**config.mk**
```make
export PLATFORM = sky130hd
export DESIGN_NAME = alu_arbiter
export DESIGN_NICKNAME = d
export VERILOG_FILES = /design/src/rtl/alu_arbiter.sv
export SDC_FILE = /design/constraint.sdc
export NUM_CORES = 1
export LEC_CHECK = 0
export ABC_CLOCK_PERIOD_IN_PS = 1400
export BUFFER_PORTS_ARGS = -buffer_cell sky130_fd_sc_hd__buf_4
export CORE_MARGIN = 4
export CORE_UTILIZATION = 39
export DETAILED_ROUTE_END_ITERATION = 8
export GPL_ROUTABILITY_DRIVEN = 0
export PLACE_DENSITY = 0.79
export SLEW_MARGIN = 40
export SYNTH_ARGS = -nofsm -noshare
export SYNTH_HDL_FRONTEND = slang
export SYNTH_SLANG_ARGS = --single-unit
```
**constraint.sdc**
```tcl
create_clock -name clk -period 1.4 [get_ports clk]
set_clock_uncertainty 0.2 [all_clocks]
set_input_delay 0.07 -clock clk [delete_from_list [all_inputs] [get_ports clk]]
set_output_delay 0.07 -clock clk [all_outputs]
set_load 0.02 [all_outputs]
```
**src/rtl/alu_arbiter.sv**
```systemverilog
// alu_arbiter: round-robin sharing of one external combinational ALU between NUM_REQ requesters.
// Rev 1.0 -- initial release.
`default_nettype none

module alu_arbiter #(
  parameter int NUM_REQ = 2,
  parameter int ID_W    = (NUM_REQ > 1) ? $clog2(NUM_REQ) : 1
) (
  input  logic                    clk,
  input  logic                    rst_n,
  input  logic [NUM_REQ-1:0]      req_valid,
  output logic [NUM_REQ-1:0]      req_ready,
  input  logic [32*NUM_REQ-1:0]   req_a,
  input  logic [32*NUM_REQ-1:0]   req_b,
  input  logic [3*NUM_REQ-1:0]    req_op,
  input  logic [NUM_REQ-1:0]      req_rev,
  output logic [31:0]             alu_a,
  output logic [31:0]             alu_b,
  output logic [2:0]              alu_op,
  output logic                    alu_rev,
  input  logic [31:0]             alu_result,
  output logic                    resp_valid,
  input  logic                    resp_ready,
  output logic [ID_W-1:0]         resp_id,
  output logic [31:0]             resp_result,
  output logic                    busy
);

  typedef enum logic [1:0] {
    ST_IDLE = 2'd0,
    ST_EXEC = 2'd1,
    ST_RESP = 2'd2
  } state_t;

  localparam logic [ID_W:0] NUM_REQ_W = (ID_W+1)'(NUM_REQ);

  state_t          state;
  logic [ID_W-1:0] last_grant;
  logic [ID_W-1:0] tag;
  logic [ID_W-1:0] grant_idx;
  logic            grant_valid;
  logic [ID_W:0]   cand;

  // Scan last_grant+1, +2, ... with one spare bit so the wrap is a single subtract.
  always_comb begin
    grant_valid = 1'b0;
    grant_idx   = '0;
    cand        = '0;
    for (int k = 1; k <= NUM_REQ; k++) begin
      cand = {1'b0, last_grant} + (ID_W+1)'(k);
      if (cand >= NUM_REQ_W) cand = cand - NUM_REQ_W;
      if (!grant_valid && req_valid[cand[ID_W-1:0]]) begin
        grant_valid = 1'b1;
        grant_idx   = cand[ID_W-1:0];
      end
    end
  end

  assign req_ready = (state == ST_IDLE && grant_valid) ? (NUM_REQ'(1) << grant_idx) : '0;
  assign busy      = (state != ST_IDLE);

  always_ff @(posedge clk) begin
    if (!rst_n) begin
      state       <= ST_IDLE;
      last_grant  <= ID_W'(NUM_REQ - 1);
      tag         <= '0;
      alu_a       <= '0;
      alu_b       <= '0;
      alu_op      <= '0;
      alu_rev     <= 1'b0;
      resp_valid  <= 1'b0;
      resp_id     <= '0;
      resp_result <= '0;
    end else begin
      case (state)
        ST_IDLE: begin
          if (grant_valid) begin
            alu_a      <= req_a[32*grant_idx +: 32];
            alu_b      <= req_b[32*grant_idx +: 32];
            alu_op     <= req_op[3*grant_idx +: 3];
            alu_rev    <= req_rev[grant_idx];
            tag        <= grant_idx;
            last_grant <= grant_idx;
            state      <= ST_EXEC;
          end
        end
        ST_EXEC: begin
          resp_result <= alu_result;
          resp_id     <= tag;
          resp_valid  <= 1'b1;
          state       <= ST_RESP;
        end
        ST_RESP: begin
          // No skid buffer: nothing new is accepted until this response leaves.
          if (resp_ready) begin
            resp_valid <= 1'b0;
            state      <= ST_IDLE;
          end
        end
        default: state <= ST_IDLE;
      endcase
    end
  end

endmodule

`default_nettype wire

```
# Word-level counts from Yosys, hierarchy flattened
# Cells that the tools add are included.
# Widths: inputs -> output; s select.
# totals
word_cells,55
out_inout_bits,105
ff_bits,106
in_bits,173
# classes
shifts,4
n_eq_ne,4
multipliers,1
mux,18
n_lt_le_gt_ge,5
add_sub_neg,4
n_reduce_logical,9
# ops
operator,n
$shiftx 64x7->32,2
$mux 1,13
$lt 1x2->1 const B,3
$mux 2,3
$pmux 2 s3,1
$reduce_and 2->1,3
$shiftx 6x4->3,1
$ge 2x2->1 const B,2
$ne 2x2->1 const B,2
$reduce_bool 2->1,2
$mul 2x1->3 const A,1
$add 1x1->2 const B,1
$add 1x2->2 const B,1
$eq 2x1->1 const B,1
$eq 2x2->1 const B,1
$logic_and 1x1->1,2
$logic_not 2->1,1
$pmux 1 s2,1
$shl 1x1->2 const A,1
$sub 1x1->1 const B,2
$logic_not 1->1,1

# Logic depth before layout (Yosys ltp)
# Gate-level depths: netlist (run 1).
# logic_depth
word_depth,11
mapped_depth,6
mapped_depth_nobuf,4

# Worst setup path after synthesis (run 1)
# Ideal clock, no wire load.
# synth_path
path_kind,reg-to-output
startpoint,reg state[0]
endpoint,out req_ready[0]
t_arrival_ps,1198
stages_incl_launch_ff,5
slack_ps,-68
path_buffers,2
t_required_ps,1130
path_cell_list,dfxtp_1 > buf_2 > nor2_2 > clkbuf_1 > and3_1
# synth_between
elab_chain_cells,3
# synth_lines
element,line_no,text
start: declaration,37,state_t state;
start signal: assignment,64,state <= ST_IDLE;
start signal: assignment,84,state <= ST_EXEC;
start signal: assignment,91,state <= ST_RESP;
$logic_not 2->1,59,assign req_ready = (state == ST_IDLE && grant_valid) ? (NUM_REQ'(1) << grant_idx) : '0;
$logic_and 1x1->1,59,
$mux 2,59,
end: declaration,12,"output logic [NUM_REQ-1:0] req_ready,"
# Every way passes these cells.

# Worst setup path in the final report (run 1)
# layout_path
startpoint,reg state[0]
endpoint,reg alu_b[29]
# layout_between
elab_chain_cells,2
# layout_lines
element,line_no,text
$logic_not 2->1,75,case (state)
$reduce_and 2->1 (no line),-,
end signal: assignment,79,alu_b <= req_b[32*grant_idx +: 32];
end: declaration,18,"output logic [31:0] alu_b,"
# Every way passes these cells.
# A chain may end at the register's enable or synchronous reset.

==> summary.txt, run 1 <==
Logic synthesis
  – Cell taking the most area after synthesis: dfxtp_1
  – Synth top area cells: dfxtp_1 48%, nand3_1 16%, a31oi_1 9.6%, o21ai_1 7.7%, nand2_1 5.7%
  – Yosys top cell area share: 48.13%
  – Post-synthesis cell count: 564
  – Number of synthesized flops with an enable pin: 0
  – Syn. warnings: 0
  – Avg Synthesized Cell Area: 7.818 um^2
  – Synth async-reset ratio: 0%
  – Seq cells post-synth: 106
  – Commonest cells post-synth: 137 x nand3_1, 106 x dfxtp_1, 68 x a31oi_1, 68 x o21ai_1, 67 x nand2_1
  – Most common cell in the netlist: nand3_1
  – Synth cell types: 22
  – Post-Syn Nets: 737
  – Dominant synthesized flop cell: dfxtp_1
  – Synth Cell Area: 4409 um^2
  – Sequential share of the synthesized area: 48.13%

CTS
  – Root buf cell: clkbuf_16
  – CTS Hold Bufs: 171
  – Reg clk slew, reported paths: around 0.08 ns
  – H-tree depth: 3
  – Clock Path Buffers: 2
  – Num Clock Sinks: 106
  – CTS tree: yes
  – Clk Latency, worst-skew pair: 0.35 ns
  – Number of buffers created by CTS: 9

STA
  – Max_slew headroom: 62.41%
  – Minimum clock period: approximately 1.9 ns
  – Final worst-path cycle share: 136.1%
  – Setup TNS: -17.58 ns
  – Fmax: between 0.5 and 0.6 GHz
  – Unrepaired setup endpoints after global routing: true
  – Setup ws final: -0.5049 ns
  – Setup violators final: 107
  – Hold Vio Cnt, Final: 1
  – Worst-Margin Slew: 0.5612 ns
  – Slew Viols, Final: 0
  – Final Hold Slack: -0.04373 ns

Floorplanning
  – Row cnt: 38
  – Die Wd: between 100 and 150 um
  – Die Footprint: 13070 um^2
  – I/O pin count: 278
  – Core area: 10940 um^2
  – Initial core utilization: approximately two fifths
  – Die height: 114.3 um

Worst setup path
  – CP required: 1.39 ns
  – Worst Path Max Fanout: 28
  – Worst Setup Start Kind: flip-flop
  – Setup crit end kind: flip-flop
  – Flop2flop setup slack: -0.50 ns
  – Critical path arrival: roughly 1.9 ns
  – Critical Setup Path Class: flip-flop to flip-flop

Routing
  – Pre-antenna DRT Iters: 7
  – Iteration-0 DRC count of the detailed router: around 950
  – Vias: 7416
  – Final WL: approximately 30000 um
  – DR WL/cell: 26.21 um
  – Routed vias/inst: 6.366
  – ANT nets after route: 0
  – # DRC: 0

Final layout
  – Final core occ: 91.74%
  – Nets: 1190
  – Fill count: between 300 and 400
  – Share of layout cells above drive strength 1: 45.69%
  – Fin area: ~10000 um^2
  – Area growth syn-to-layout: 127.5%

Flow run
  – # Max-Cap Violations: 0

Place
  – Dpl ws: -0.1261 ns
  – Placed cell areas: 6793 um^2
  – # port buffers: about 280
  – HPWL Detailed: 12000 um

GRT
  – First-pass GRT wire length: 39340 um
  – Total GRT Usage: a little under two fifths
  – Initial antenna violation count: 1
  – GRT Residual Overflow: 0
  – Largest net degree at the start of global routing: 58
  – Vias in the first global route: 7400

Hold path
  – Hold Path Class: input pin to flip-flop

Pwr
  – VDD IR max: 0.7201 mV
  – Leak pwr: 4.129 nW
  – Pwr/cell area: 991.5 nW/um^2

Status
  – Failing checks: hold timing, setup timing
  – Status: complete, but fails checks
==> worst paths after layout <==
path,cells after the start,end,from
max,4,alu_b[29]$_SDFFE_PN0P_,state[0]$_SDFFE_PN0P_
min,4,tag$_SDFFE_PN0P_,req_valid[0]
max reg2reg,4,alu_b[29]$_SDFFE_PN0P_,state[0]$_SDFFE_PN0P_
min reg2reg,2,resp_result[5]$_SDFFE_PN0P_,resp_result[5]$_SDFFE_PN0P_
==> flip-flops by register name, indices dropped and copies added, names as in the netlist <==
signal / flops
alu_a: 32
alu_b: 32
alu_rev: 1
resp_id: 1
tag: 1
last_grant: 1
resp_valid: 1
state: 2
alu_op: 3
resp_result: 32
==> placed cells by master (no fill, tap or decap), types with 3 or more instances in the layout <==
| master | instances |
|---|---|
| nand2_1 | 64 |
| nand2_2 | 3 |
| clkbuf_8 | 3 |
| a21oi_1 | 10 |
| dfxtp_1 | 103 |
| a31oi_1 | 61 |
| buf_4 | 289 |
| buf_16 | 7 |
| a31oi_4 | 7 |
| o21ai_4 | 3 |
| nand3_2 | 27 |
| buf_8 | 5 |
| nand3_4 | 11 |
| o21ai_1 | 42 |
| nand3_1 | 99 |
| a21oi_2 | 26 |
| diode_2 | 3 |
| dlygate4sd3_1 | 171 |
| buf_12 | 19 |
| clkbuf_16 | 13 |
| buf_6 | 10 |
| o21ai_2 | 25 |
==> critical path: stages, from the launching register on <==
cell and delay [ns]:
dfxtp_4 0.38, nor2_4 0.17, buf_4 0.35, nand3_1 0.14, a31oi_1 0.50
==> cells by family (layout without fill, tap and decap cells) <==
group	count (synthesis)	in the layout	synth area share [%]
compound gates	177	177	22.16
flops	106	106	48.13
simple gates	214	214	22.67
other cells	0	3	0
buf+inv	67	525	7.037
==> what timing repair did <==
| action | CTS | global route |
|---|---|---|
| resized for setup | 55 | 110 |
| buffers inserted | 14 | 5 |
| endpoints found under the setup margin | 104 | 107 |
| pin swaps | 14 | 48 |
| cloned | 10 | 5 |
| hold endpoints to repair | 105 | 2 |
==> final cells by class <==
class | count | area, um^2 | share of cell area, %
inverters | 4 | 17.52 | 0.1746
repair buffers | 505 | 4742 | 47.27
clock buffers | 12 | 266.5 | 2.657
multi-input cells | 391 | 2644 | 26.35
diodes | 3 | 7.507 | 0.07483
well taps | 140 | 175.2 | 1.746
clock inverters | 4 | 48.80 | 0.4864
flip-flops and latches | 106 | 2131 | 21.24
==> stage by stage <==
| stage | total power, W | instances |
|---|---|---|
| 6_report | 0.009947 | 1165 |
| 5_1_grt | 0.01018 | 1163 |
| 4_1_cts | 0.009227 | 1155 |
| 3_5_place_dp | 0.005807 | 944 |
| 3_3_place_gp | 0.005745 | 944 |
| 2_1_floorplan | 0.004616 | 564 |
==> power by group <==
part | switching (W) | internal (W) | total, W
sequential | 0.000220 | 0.00328 | 0.00350
clock | 0.00121 | 0.00154 | 0.00275
combinational | 0.00190 | 0.00179 | 0.00370
==> metal layers <==
metal	wire length (um)	global-route usage [%]	vias to the layer above	share of wire, %
li1	-	-	2958	-
met1	9808	39.54	3418	32
met2	14720	66.47	765	48
met3	3132	9.514	275	10
met4	2872	29.53	0	9.4
met5	0	0	-	0
(Power assumes the default switching activity.)
==> run 2, diff against run 1 <==
Settings changed: ABC_CLOCK_PERIOD_IN_PS 1400 to 1600.
Clock period 1.4 ns to 1.6 ns, I/O delays scaled along.
==> run 2 against run 1 <==
Net effect: the flow finishes with violations (setup timing); global-route usage shrank 3.9 points; core utilization shrank 9.3 points; first-iteration DRC count shrank 15%; non-clock buffer count shrank 22; via count shrank 8.7%; cell area shrank 10%.
==> summary.txt, run 2 (synthesis results as in run 1) <==
Status
  – Status: complete, but fails checks
  – Failing checks: setup timing

Worst setup path
  – Setup crit end kind: flip-flop
  – Critical Setup Path Class: flip-flop to flip-flop
  – Critical Path Slowest Stage Cell: dfxtp_2
  – Critical path arrival: 1.63 ns
  – Crit Reg-Reg Startpoint: state[1]$_SDFFE_PN0P_
  – Worst Path Max Fanout: 36
  – Flop2flop setup slack: -0.02 ns
  – CP peak stage delay: around 0.35 ns
  – Worst r2r path cells: 5
  – Reg-to-Reg End: alu_b[20]$_SDFFE_PN0P_
  – Crit-path cells: nor2_4, inv_2, bufbuf_16, o21ai_2, a31oi_1
  – Worst Setup Start Kind: flip-flop
  – CP required: 1.60 ns

Routing
  – ANT nets after route: 0
  – Routed vias/inst: 5.926
  – # DRC: 0
  – Pre-antenna DRT Iters: 6
  – Vias: 6768
  – Final WL: 24220 um
  – DR WL/cell: 21.21 um
  – Iteration-0 DRC count of the detailed router: 802

GRT
  – Vias in the first global route: 6783
  – GRT Residual Overflow: 0
  – Initial antenna violation count: 1
  – Largest net degree at the start of global routing: 80
  – First-pass GRT wire length: 35830 um
  – Total GRT Usage: 34.52%

STA
  – Final worst-path cycle share: 101.3%
  – Unrepaired setup endpoints after global routing: true
  – Worst-Margin Slew: around 0.38 ns
  – Setup TNS: -0.1479 ns
  – Setup violators final: 12
  – Hold Vio Cnt, Final: 0
  – Max_slew headroom: 74.53%
  – Minimum clock period: 1.621 ns
  – Final Hold Slack: 0.08426 ns
  – Fmax: 0.6167 GHz
  – Slew Viols, Final: 0
  – Setup ws final: -0.02143 ns

Final layout
  – Area growth syn-to-layout: 104.6%
  – Fill count: approximately 580
  – Most common cell after layout, fill and taps aside: buf_4
  – Largest regs: alu_a (32), alu_b (32), resp_result (32)
  – Share of layout cells above drive strength 1: 35.44%
  – Most frequent cells in the layout: 294 x buf_4, 170 x dlygate4sd3_1, 137 x nand3_1, 104 x dfxtp_1
  – Non-Filler Instances: 1142
  – Nets: 1168

CTS
  – Clk Latency, worst-skew pair: 0.33 ns
  – CTS tree: yes
  – Num Clock Sinks: 106
  – Root buf cell: clkbuf_16
  – H-tree depth: 3
  – Reg clk slew, reported paths: 0.07 ns
  – Number of buffers created by CTS: 9
  – Clock Path Buffers: 2

Hold path
  – HP Start: req_valid[0]
  – Hold Path Class: input pin to flip-flop
  – Hold Path Depth: 5
  – Hold Path End: last_grant$_SDFFE_PN1P_

Pwr
  – Total power: between 0.007 and 0.008 W
  – Leak pwr: 3.857 nW
  – Pwr/cell area: 881.8 nW/um^2
  – VDD IR max: 0.6969 mV

Floorplanning
  – Row cnt: 38
  – Die height: 114.3 um
  – Initial core utilization: 40.32%
  – Die Footprint: 13070 um^2
  – Core area: 10940 um^2
  – Die Wd: 114.3 um
  – I/O pin count: 278

Place
  – # port buffers: 277
  – HPWL Detailed: 11830 um
  – Dpl cells: between 900 and 1k

Flow run
  – # Max-Cap Violations: 0
==> run 2: cell count changes in the layout (fill, tap and decap cells not counted), sizes merged <==
cell	delta
clkinv	-1
clkbuf	-4
buf	-22
dlygate4sd3	-1
bufbuf	+4
clkinvlp	+1
==> run 2: metrics by stage <==
step | setup slack, ns | util (%) | area, um^2
2_1_floorplan | 0.1216 | - | 4409
3_3_place_gp | 0.1251 | 60.88 | 6658
3_5_place_dp | 0.03738 | 60.88 | 6658
4_1_cts | 0.009077 | 81.26 | 8886
5_1_grt | -0.07484 | 82.44 | 9015
6_report | -0.02143 | 82.48 | 9020
==> run 2: timing repair <==
action	in CTS	in global routing
pin swaps	2	4
hold buffers	170	0
gates resized for setup	6	21
endpoints found under the hold margin	103	0
endpoints found under the setup margin	3	61
buffers inserted	10	3
cloned	4	1
==> run 2: final cells by class <==
| cell class | instances | area, um^2 | area share [%] |
|---|---|---|---|
| diodes | 3 | 7.507 | 0.08323 |
| clock buffers | 11 | 252.7 | 2.802 |
| clock inverters | 4 | 51.30 | 0.5687 |
| inverters | 4 | 15.01 | 0.1665 |
| multi-input cells | 391 | 2073 | 22.99 |
| flip-flops and latches | 106 | 2127 | 23.58 |
| well taps | 140 | 175.2 | 1.942 |
| repair buffers | 483 | 4318 | 47.87 |
==> run 2: layer usage <==
| metal | vias up | global-route usage (%) | routed length [um] |
|---|---|---|---|
| met1 | 3185 | 37.35 | 8290 |
| li1 | 2902 | - | - |
| met3 | 126 | 7.452 | 2438 |
| met4 | 0 | 21.54 | 1394 |
| met5 | - | 0 | 0 |
| met2 | 555 | 60.97 | 12100 |
==> run 2: worst max-delay path, delay by kind of cell, from the launching register on <==
kind	cells	cell delay, ns
flops	1	0.35
buf+inv	2	0.43
simple gates	1	0.21
compound gates	2	0.29
==> run 2: power by group <==
part / leakage [nW] / internal (W) / total (W) / switching [W]
clock: 0.148 / 0.00129 / 0.00227 / 0.000983
combinational: 2.84 / 0.00132 / 0.00265 / 0.00133
sequential: 0.872 / 0.00287 / 0.00303 / 0.000156
==> run 2: how the worst max path moves through the flow <==
stage	from	endpoint	slack (ns)	cells after the start
final	state[1]$_SDFFE_PN0P_	alu_b[20]$_SDFFE_PN0P_	-0.02	5
after global placement	state[0]$_SDFFE_PN0P_	alu_b[25]$_SDFFE_PN0P_	0.13	5
after global routing	state[1]$_SDFFE_PN0P_	alu_b[18]$_SDFFE_PN0P_	-0.07	5
after CTS	state[0]$_SDFFE_PN0P_	req_ready[1]	0.009	5
after floorplan	state[0]$_SDFFE_PN0P_	req_ready[0]	0.12	4
after detailed placement	state[0]$_SDFFE_PN0P_	alu_b[0]$_SDFFE_PN0P_	0.04	5
